File: config.mk
export PLATFORM = sky130hd
export DESIGN_NAME = uart_tx_arbiter
export DESIGN_NICKNAME = d
export VERILOG_FILES = /design/src/rtl/uart_tx_arbiter.sv
export SDC_FILE = /design/constraint.sdc
export NUM_CORES = 1
export LEC_CHECK = 0
export BUFFER_PORTS_ARGS = -buffer_cell sky130_fd_sc_hd__buf_2
export CAP_MARGIN = 20
export CORE_MARGIN = 1
export CORE_UTILIZATION = 46
export CTS_CLUSTER_DIAMETER = 80
export CTS_CLUSTER_SIZE = 8
export DETAILED_ROUTE_END_ITERATION = 7
export HOLD_SLACK_MARGIN = 0.06
export PLACE_DENSITY = 0.79
export SYNTH_ARGS = -nofsm -noshare
export SYNTH_HDL_FRONTEND = slang
export SYNTH_SLANG_ARGS = --single-unit
File: constraint.sdc
create_clock -name clk_i -period 2.6 [get_ports clk_i]
set_clock_uncertainty 0.2 [all_clocks]
set_input_delay 0.52 -clock clk_i [delete_from_list [all_inputs] [get_ports clk_i]]
set_output_delay 0.52 -clock clk_i [all_outputs]
set_load 0.05 [all_outputs]
File: src/rtl/uart_tx_arbiter.sv
// uart_tx_arbiter: round-robin arbiter sharing one uart_tx between N_REQ byte-stream
// requesters. A grant is held for a whole packet (req_last_i) or up to MAX_BURST bytes.
// An optional {4'hA, id} header byte precedes each granted burst.
module uart_tx_arbiter #(
    parameter int unsigned N_REQ        = 4,
    parameter bit          HEADER_EN    = 1'b1,
    parameter int unsigned MAX_BURST    = 16,
    parameter int unsigned IDLE_TIMEOUT = 0
) (
    input  logic               clk_i,
    input  logic               reset_i,
    input  logic [N_REQ-1:0]   req_valid_i,
    input  logic [8*N_REQ-1:0] req_data_i,
    input  logic [N_REQ-1:0]   req_last_i,
    output logic [N_REQ-1:0]   req_ready_o,
    output logic [7:0]         utx_data_o,
    output logic               utx_ready_o,
    input  logic               utx_valid_i,
    output logic [N_REQ-1:0]   grant_o,
    output logic               busy_o
);

    localparam int unsigned PtrW   = $clog2(N_REQ);
    localparam int unsigned BurstW = $clog2(MAX_BURST + 1);
    // A disabled timeout still needs a legal one-bit counter.
    localparam int unsigned ToW    = (IDLE_TIMEOUT > 0) ? $clog2(IDLE_TIMEOUT + 1) : 1;

    typedef enum logic [1:0] {
        StIdle,
        StHdr,
        StBody
    } state_e;

    state_e              state_q;
    logic [PtrW-1:0]     ptr_q;
    logic [PtrW-1:0]     gidx_q;
    logic [N_REQ-1:0]    grant_q;
    logic [BurstW-1:0]   burst_cnt_q;
    logic [ToW-1:0]      to_cnt_q;

    logic                pick_found;
    logic [PtrW-1:0]     pick_idx;
    logic [N_REQ-1:0]    pick_onehot;
    logic [PtrW-1:0]     cand;
    logic [7:0]          sel_data;
    logic                sel_valid;
    logic                sel_last;
    logic                xfer;

    assign sel_data  = req_data_i[{gidx_q, 3'b000} +: 8];
    assign sel_valid = req_valid_i[gidx_q];
    assign sel_last  = req_last_i[gidx_q];
    assign xfer      = utx_ready_o && utx_valid_i;

    assign grant_o = grant_q;
    assign busy_o  = (state_q != StIdle);

    // Round-robin pick: first valid requester at or after ptr+1, modulo N_REQ.
    always_comb begin
        pick_found  = 1'b0;
        pick_idx    = '0;
        pick_onehot = '0;
        cand        = '0;
        for (int unsigned i = 1; i <= N_REQ; i++) begin
            cand = PtrW'((32'(ptr_q) + i) % N_REQ);
            if (!pick_found && req_valid_i[cand]) begin
                pick_found = 1'b1;
                pick_idx   = cand;
            end
        end
        pick_onehot[pick_idx] = 1'b1;
    end

    // Output mux: header, granted requester passthrough, or quiet.
    always_comb begin
        utx_data_o  = 8'h00;
        utx_ready_o = 1'b0;
        req_ready_o = '0;
        unique case (state_q)
            StHdr: begin
                utx_data_o  = {4'hA, 4'(gidx_q)};
                utx_ready_o = 1'b1;
            end
            StBody: begin
                utx_data_o          = sel_data;
                utx_ready_o         = sel_valid;
                req_ready_o[gidx_q] = utx_valid_i;
            end
            default: ;
        endcase
    end

    // Arbiter state machine, grant, pointer and burst/timeout counters.
    always_ff @(posedge clk_i) begin
        if (reset_i) begin
            state_q     <= StIdle;
            ptr_q       <= PtrW'(N_REQ - 1);
            gidx_q      <= '0;
            grant_q     <= '0;
            burst_cnt_q <= '0;
            to_cnt_q    <= '0;
        end else begin
            unique case (state_q)
                StIdle: begin
                    if (pick_found) begin
                        gidx_q      <= pick_idx;
                        grant_q     <= pick_onehot;
                        burst_cnt_q <= '0;
                        to_cnt_q    <= '0;
                        state_q     <= HEADER_EN ? StHdr : StBody;
                    end
                end
                StHdr: begin
                    if (xfer) begin
                        state_q <= StBody;
                    end
                end
                StBody: begin
                    if (sel_valid) begin
                        to_cnt_q <= '0;
                        if (xfer) begin
                            burst_cnt_q <= burst_cnt_q + 1'b1;
                            if (sel_last || burst_cnt_q == BurstW'(MAX_BURST - 1)) begin
                                state_q <= StIdle;
                                ptr_q   <= gidx_q;
                                grant_q <= '0;
                            end
                        end
                    end else if (IDLE_TIMEOUT != 0 && to_cnt_q == ToW'(IDLE_TIMEOUT - 1)) begin
                        // Requester went quiet too long: revoke without consuming a byte.
                        state_q <= StIdle;
                        ptr_q   <= gidx_q;
                        grant_q <= '0;
                    end else if (to_cnt_q != '1) begin
                        to_cnt_q <= to_cnt_q + 1'b1;
                    end
                end
                default: begin
                    state_q <= StIdle;
                    grant_q <= '0;
                end
            endcase
        end
    end

endmodule

After elaboration in Yosys (flattened, before gate mapping) --
Cells that the tools add are included.
Operators by class: bitwise logic cells 2, magnitude comparators 8, shift-type cells 1, equal/unequal tests 8, add/sub/neg operators 5, mux-type cells 42, reduce and logical (&&, ||, !) cells 18
Operator list (count):
- $shiftx A32 B6 Y8 | 1
- $mux W4 | 5
- $lt A2 B3 Y1 const B | 6
- $mux W2 | 9
- $pmux W8 S2 | 1
- $mux W5 | 3
- $bmux W1 S2 | 6
- $mux W1 | 12
- $pmux W4 S3 | 1
- $ne A2 B2 Y1 const B | 5
- $pmux W5 S2 | 1
- $reduce_and A5 Y1 | 2
- $reduce_and A4 Y1 | 2
- $logic_and A1 B1 Y1 | 6
- $pmux W2 S3 | 1
- $add A5 B1 Y5 const B | 1
- $eq A5 B4 Y1 const B | 1
- $add A2 B1 Y2 const B | 2
- $add A2 B2 Y2 const B | 2
- $and A4 B4 Y4 | 1
- $demux W1 S2 | 2
- $ge A2 B1 Y1 const B | 2
- $reduce_bool A2 Y1 | 2
- $logic_not A1 Y1 | 3
- 7 further kinds | 7
Word-level totals: output and inout bits 18, word-level logic and storage cells 89, bits of input ports 43, register bits after elaboration 15

Logic depth before layout (Yosys ltp) --
Gate-level depths: netlist of the first run.
word-level depth 19, gate-level depth with buffers 7, gate-level depth less buffers 7

Least setup slack after synthesis of the first run --
No wires, ideal clock.
path type register to output, start register state_q[0], end output req_ready_o[1], slack -0.463 ns, data required time 1.880 ns, data arrival time 2.343 ns, path buffers 2, stages on the path, launching flop included 7, path through dfxtp_1 > inv_1 > ha_1 > clkbuf_1 > clkbuf_1 > nand2_1 > nor3b_1
On the way: cells in the longest elaborated chain, start to end 2
Ends and longest elaborated chain:
- start: declaration | RTL line 34 | state_e state_q;
- start signal: assignment | RTL line 96 | state_q <= StIdle;
- start signal: assignment | RTL line 110 | state_q <= HEADER_EN ? StHdr : StBody;
- start signal: assignment | RTL line 115 | state_q <= StBody;
- $eq A2 B2 Y1 | RTL line 79 | unique case (state_q)
- $mux W4 | RTL line 79
- end: declaration | RTL line 15 | output logic [N_REQ-1:0] req_ready_o,
Every way passes these cells.

Final worst setup path of the first run --
start register gidx_q[0], end output utx_data_o[1]
On the way: cells in the longest elaborated chain, start to end 2
Ends and longest elaborated chain:
- start: declaration | RTL line 36 | logic [PtrW-1:0] gidx_q;
- start signal: assignment | RTL line 106 | gidx_q <= pick_idx;
- $shiftx A32 B6 Y8 | RTL line 50 | assign sel_data = req_data_i[{gidx_q, 3'b000} +: 8];
- $pmux W8 S2 | RTL line 79
- end: declaration | RTL line 16 | output logic [7:0] utx_data_o,
Every way passes these cells.

==> results.md, run 1 <==
* Fillcell total at 216
* Synth async-reset ratio at 0
* Area delta synth->final at 28.2%
* Share of post-route cells with drive strength above 1 at 0.432
* Routed vias at 1,417
* Vias in the first global route at 1,215
* TNS Setup at 0 ns
* Part of the power in registers at 0.224
* Vias per inst at 6.19
* P_sw at 0.000642 W
* Antenna viol nets, final at 0
* Worst Path Arrival at 1.78 ns
* Core footprint at 0.00257 mm2
* Worst rel slew slack at 0.597
* Ant diodes at 0
* Drt pass-1 iters at 4
* Initial antenna violation count at 0
* Switching share of power at 0.500
* RSZ-0062 raised after global routing: true
* DRT Wirelength at 3500 um
* Register bit total from synthesis at 15
* H-tree levels at 1
* IO Count at 61
* Fin area at 0.00165 mm2
* Placed inst area at 0.00162 mm2
* Die footprint at 0.00301 mm2
* Post-layout net count at 249
* Sink Count at 15
* Leak at 0.728 nW
* DR WL/cell at 15.3 um
* Int Power at 0.000642 W
* Crit Path Class: flop to output pin
* Gr ovfl total at 0
* CP Data Required Time at 1.88 ns
* Hold path depth at 1
* Total CTS buffers at 3
* CTS Buffer Depth at 2
* GR Util All Layers at 0.233
* Starting Density at 0.500
* Worst min path class: flop to flop
* Tcrit/Tclk final at 0.961
* Hold path startpoint: burst_cnt_q[3]
* Post-synth cell types at 42
* Final setup violation count at 0
* RR Startpoint: burst_cnt_q[0]
* Chip width at 54.9 um
* Slew Viols, Final at 0
* Final hold viol count at 0
* Port bufs at 60
* Max FO, Critical Path at 16
* CTS tree: yes
* Yosys warns at 0
* Power Density at 779 mW/mm2
* Post-CTS Setup Bufs at 0
* Cts hold-fix bufs at 0
* Gate Count Post-Synth at 141
* Final min period at 2.50 ns
* Mapped cell area at 0.00128 mm2
* DIE HEIGHT at 54.9 um
* Number of synthesized flops with an enable pin at 0
* Max VDD drop at 553 uV
* Crit. End Element: output pin
* RePlAce Congestion at 0.752
* Hpwl dp at 2740 um
* Combinational cell fraction of total power at 0.673
* Fmax at 400 MHz
* Crit. Startpoint: gidx_q[0]
* Sequential share of the synthesized area at 0.234
* DRC violations left at 0
* R2R cell count at 7
* Syn_nets at 190
* DR iter-0 viols at 33
* Reg clk slew, reported paths at 0.09 ns
* First-pass GRT wire length at 5030 um
* Ys flop type: dfxtp_1
* Final core occ at 0.642
* Status: completed
* Largest net degree at the start of global routing at 18
* Critical Path Source Type: flop
* Total power at 0.00128 W
* Root buf cell: clkbuf_4
* Worst Max-Slew Pin Slew at 0.597 ns
* Syn avg cell area at 9.11 um2
* Worst hold slack at 0.284 ns
* Max Cap Viol at 0
* Clk pwr share at 0.104
* Row cnt at 18
* Latest clock arrival within the worst-skew pair at 0.28 ns
cell usage after synthesis, drive strengths merged (3+ instances only):
library cell | n | area [um2]
o2111ai | 5 | 43.8
buf | 3 | 23.8
dfxtp | 15 | 300
o41ai | 5 | 43.8
ha | 6 | 75.1
nor2 | 5 | 18.8
inv | 7 | 26.3
clkbuf | 7 | 26.3
a21oi | 9 | 45.0
nand3 | 7 | 35.0
nand2b | 5 | 31.3
nand2 | 10 | 37.5
o21ai | 4 | 20.0
and3 | 6 | 37.5
mux4 | 9 | 203
nor2b | 5 | 31.3
layout make-up:
class	count	area, um2	share of cell area
repair buffers	64	343	0.208
clock buffers	4	26.3	0.0159
multi-input cells	109	913	0.554
well taps	30	37.5	0.0228
flip-flops and latches	15	302	0.183
inverters	7	26.3	0.0159
metrics by stage:
stage	setup slack, ns	std cells
6_report	0.102	229
5_1_grt	-0.0162	229
4_1_cts	0.0297	229
3_5_place_dp	0.280	225
3_3_place_gp	0.294	225
2_1_floorplan	-0.463	141
final timing paths:
kind	to	slack [ns]
worst max-delay path	utx_data_o[1]	0.10
worst min register to register	burst_cnt_q[3]	0.28
worst max register to register	grant_o[3]	0.41
worst min-delay path	burst_cnt_q[3]	0.28
cells by family after synthesis:
logic type      Yosys count  share of synthesized area
compound gates           40                      0.245
fa+ha+maj                 6                     0.0584
flops                    15                      0.234
buf+inv                  17                     0.0594
mux                      13                      0.191
simple gates             50                      0.212
routing by layer:
layer	global-route usage	part of all wire
met2	0.436	0.49
met3	0.0250	0.091
met4	0.111	0.011
met5	0	0
met1	0.256	0.41
power by group through the flow:
| stage | Clock, W | Combinational, W | Sequential (W) |
|---|---|---|---|
| after floorplan | 0 | 0.000613 | 0.000323 |
| after global placement | 0 | 0.000830 | 0.000288 |
| after detailed placement | 0 | 0.000849 | 0.000292 |
| after CTS | 0.000138 | 0.000854 | 0.000286 |
| after global routing | 0.000147 | 0.000928 | 0.000292 |
| final | 0.000133 | 0.000864 | 0.000287 |
state kept, by name (all words and copies together) (netlist names):
signal       flops
burst_cnt_q      5
ptr_q            2
grant_o          4
gidx_q           2
state_q          2
layout by cell type (no fill, tap or decap), drive strengths merged, types with 6 or more instances in the layout:
cell | synthesis | layout
inv | 7 | 7
mux4 | 9 | 9
buf | 3 | 64
and3 | 6 | 6
nand3 | 7 | 7
nand2 | 10 | 10
a21oi | 9 | 9
ha | 6 | 6
dfxtp | 15 | 15
what timing repair did:
action	CTS	global route
setup endpoints to repair	1	8
pin swaps	0	0
gates resized for setup	1	2
worst max-delay path, stage by stage (launching register included):
cell and delay, ns:
dfxtp_2 0.38, buf_12 0.16, mux4_2 0.50, a22oi_1 0.17, nor2b_1 0.07, buf_2 0.21
No activity file was read; power rests on OpenSTA's default activity.
==> inputs of run 2 (changes only) <==
--- a/config.mk
+++ b/config.mk
@@ -13,7 +13,7 @@
 export CTS_CLUSTER_SIZE = 8
 export DETAILED_ROUTE_END_ITERATION = 7
 export HOLD_SLACK_MARGIN = 0.06
-export PLACE_DENSITY = 0.79
+export PLACE_DENSITY = 0.89
 export SYNTH_ARGS = -nofsm -noshare
 export SYNTH_HDL_FRONTEND = slang
 export SYNTH_SLANG_ARGS = --single-unit
==> constraint.sdc (replaced) <==
create_clock -name clk_i -period 2.8 [get_ports clk_i]
set_clock_uncertainty 0.2 [all_clocks]
set_input_delay 0.56 -clock clk_i [delete_from_list [all_inputs] [get_ports clk_i]]
set_output_delay 0.56 -clock clk_i [all_outputs]
set_load 0.05 [all_outputs]
==> results.md, run 2 (synthesized netlist as in run 1, its figures left out) <==
* Chip width at 54.9 um
* CP Data Required Time at 2.04 ns
* Max VDD drop at 502 uV
* Post-layout net count at 249
* Final setup violation count at 0
* Most common cell after layout, fill and taps aside: buf_2
* Dpl ws at 0.299 ns
* DRT Wirelength at 3360 um
* Die footprint at 0.00301 mm2
* Hold path startpoint: state_q[1]
* Worst rel slew slack at 0.721
* RSZ-0062 raised after global routing: false
* Power Density at 726 mW/mm2
* First-pass GRT wire length at 4710 um
* Tcrit/Tclk final at 0.954
* Total CTS buffers at 3
* Latest clock arrival within the worst-skew pair at 0.29 ns
* Ant diodes at 0
* Slew Viols, Final at 0
* Area delta synth->final at 26.8%
* Largest Register: burst_cnt_q
* Gr ovfl total at 0
* Worst flop-to-flop path endpoint: burst_cnt_q[3]
* RR Startpoint: state_q[0]
* IO Count at 61
* Worst Path Arrival at 1.91 ns
* Root buf cell: clkbuf_4
* DR WL/cell at 14.7 um
* RePlAce Congestion at 0.850
* Status: completed
* Final hold viol count at 0
* Antenna viol nets, final at 0
* Vias per inst at 6.02
* Number of gates resized after CTS at 0
* Port bufs at 60
* GR Util All Layers at 0.218
* Worst setup margin at 0.128 ns
* Row cnt at 18
* Hold path depth at 2
* Crit. Startpoint: gidx_q[0]
* Share of post-route cells with drive strength above 1 at 0.417
* DRC violations left at 0
* Fillcell total at 222
* Starting Density at 0.500
* CTS Buffer Depth at 2
* R2R cell count at 6
* Most frequent cells in the layout: buf_2, dfxtp_1, nand2_1
* DIE HEIGHT at 54.9 um
* Vias in the first global route at 1,179
* Critical Path Source Type: flop
* Initial antenna violation count at 0
* Worst min path class: flop to flop
* Largest net degree at the start of global routing at 19
* Post-CTS Setup Bufs at 0
* Worst Max-Slew Pin Slew at 0.415 ns
* Max reg flops at 5
* Max FO, Critical Path at 18
* Sink Count at 15
* DR iter-0 viols at 30
* Final min period at 2.67 ns
* Drt pass-1 iters at 4
* Total power at 0.00118 W
* Cts hold-fix bufs at 0
* Core footprint at 0.00257 mm2
* Crit. End Element: output pin
* CTS tree: yes
* Crit Path Class: flop to output pin
* Reg-to-reg slack, setup at 0.50 ns
* Hpwl dp at 2660 um
* H-tree levels at 1
* Routed vias at 1,379
* Max Cap Viol at 0
* Reg clk slew, reported paths at 0.09 ns
* Fmax at 374 MHz
* Hold Path End: state_q[1]
* TNS Setup at 0 ns
* Leak at 0.728 nW
## run 2: critical path, cell delays in order (launching register included)
cell and delay (ns):
dfxtp_1 0.32, buf_4 0.25, mux4_2 0.54, a21oi_1 0.20
nor2b_1 0.08, buf_2 0.22
## run 2: area by class of cell
| type | count | area [um2] | share of cell area |
|---|---|---|---|
| Multi-Input combinational cell | 109 | 908 | 0.558 |
| Sequential cell | 15 | 300 | 0.184 |
| Timing Repair Buffer | 64 | 330 | 0.203 |
| Inverter | 7 | 26.3 | 0.0161 |
| Tap cell | 30 | 37.5 | 0.0230 |
| Clock buffer | 4 | 26.3 | 0.0161 |
## run 2: metal layers
layer  track usage  routed length (um)
met5             0                   0
met3        0.0472                 298
met1         0.224                1360
met4        0.0769                  15
met2         0.422                1690
## run 2: stage by stage
step,hold WS [ns],std cells,area (um2),util
floorplan,0.248,141,1280,-
global placement,0.267,225,1600,0.624
detailed placement,0.279,225,1600,0.624
CTS,0.292,229,1630,0.635
global route,0.308,229,1630,0.635
finish,0.289,229,1630,0.635
## run 2: power by group
part           internal [W]  leakage [nW]  switching (W)
Clock             0.0000555        0.0150      0.0000733
Sequential         0.000242         0.122      0.0000180
Combinational      0.000286         0.591       0.000507
## run 2: worst max path at each step
stage	to	slack, ns	depth (start not counted)
6_report	utx_data_o[5]	0.13	5
5_1_grt	utx_data_o[0]	0.05	5
4_1_cts	utx_data_o[5]	0.13	5
3_5_place_dp	utx_ready_o	0.30	5
3_3_place_gp	utx_ready_o	0.31	5
2_1_floorplan	req_ready_o[1]	-0.30	6
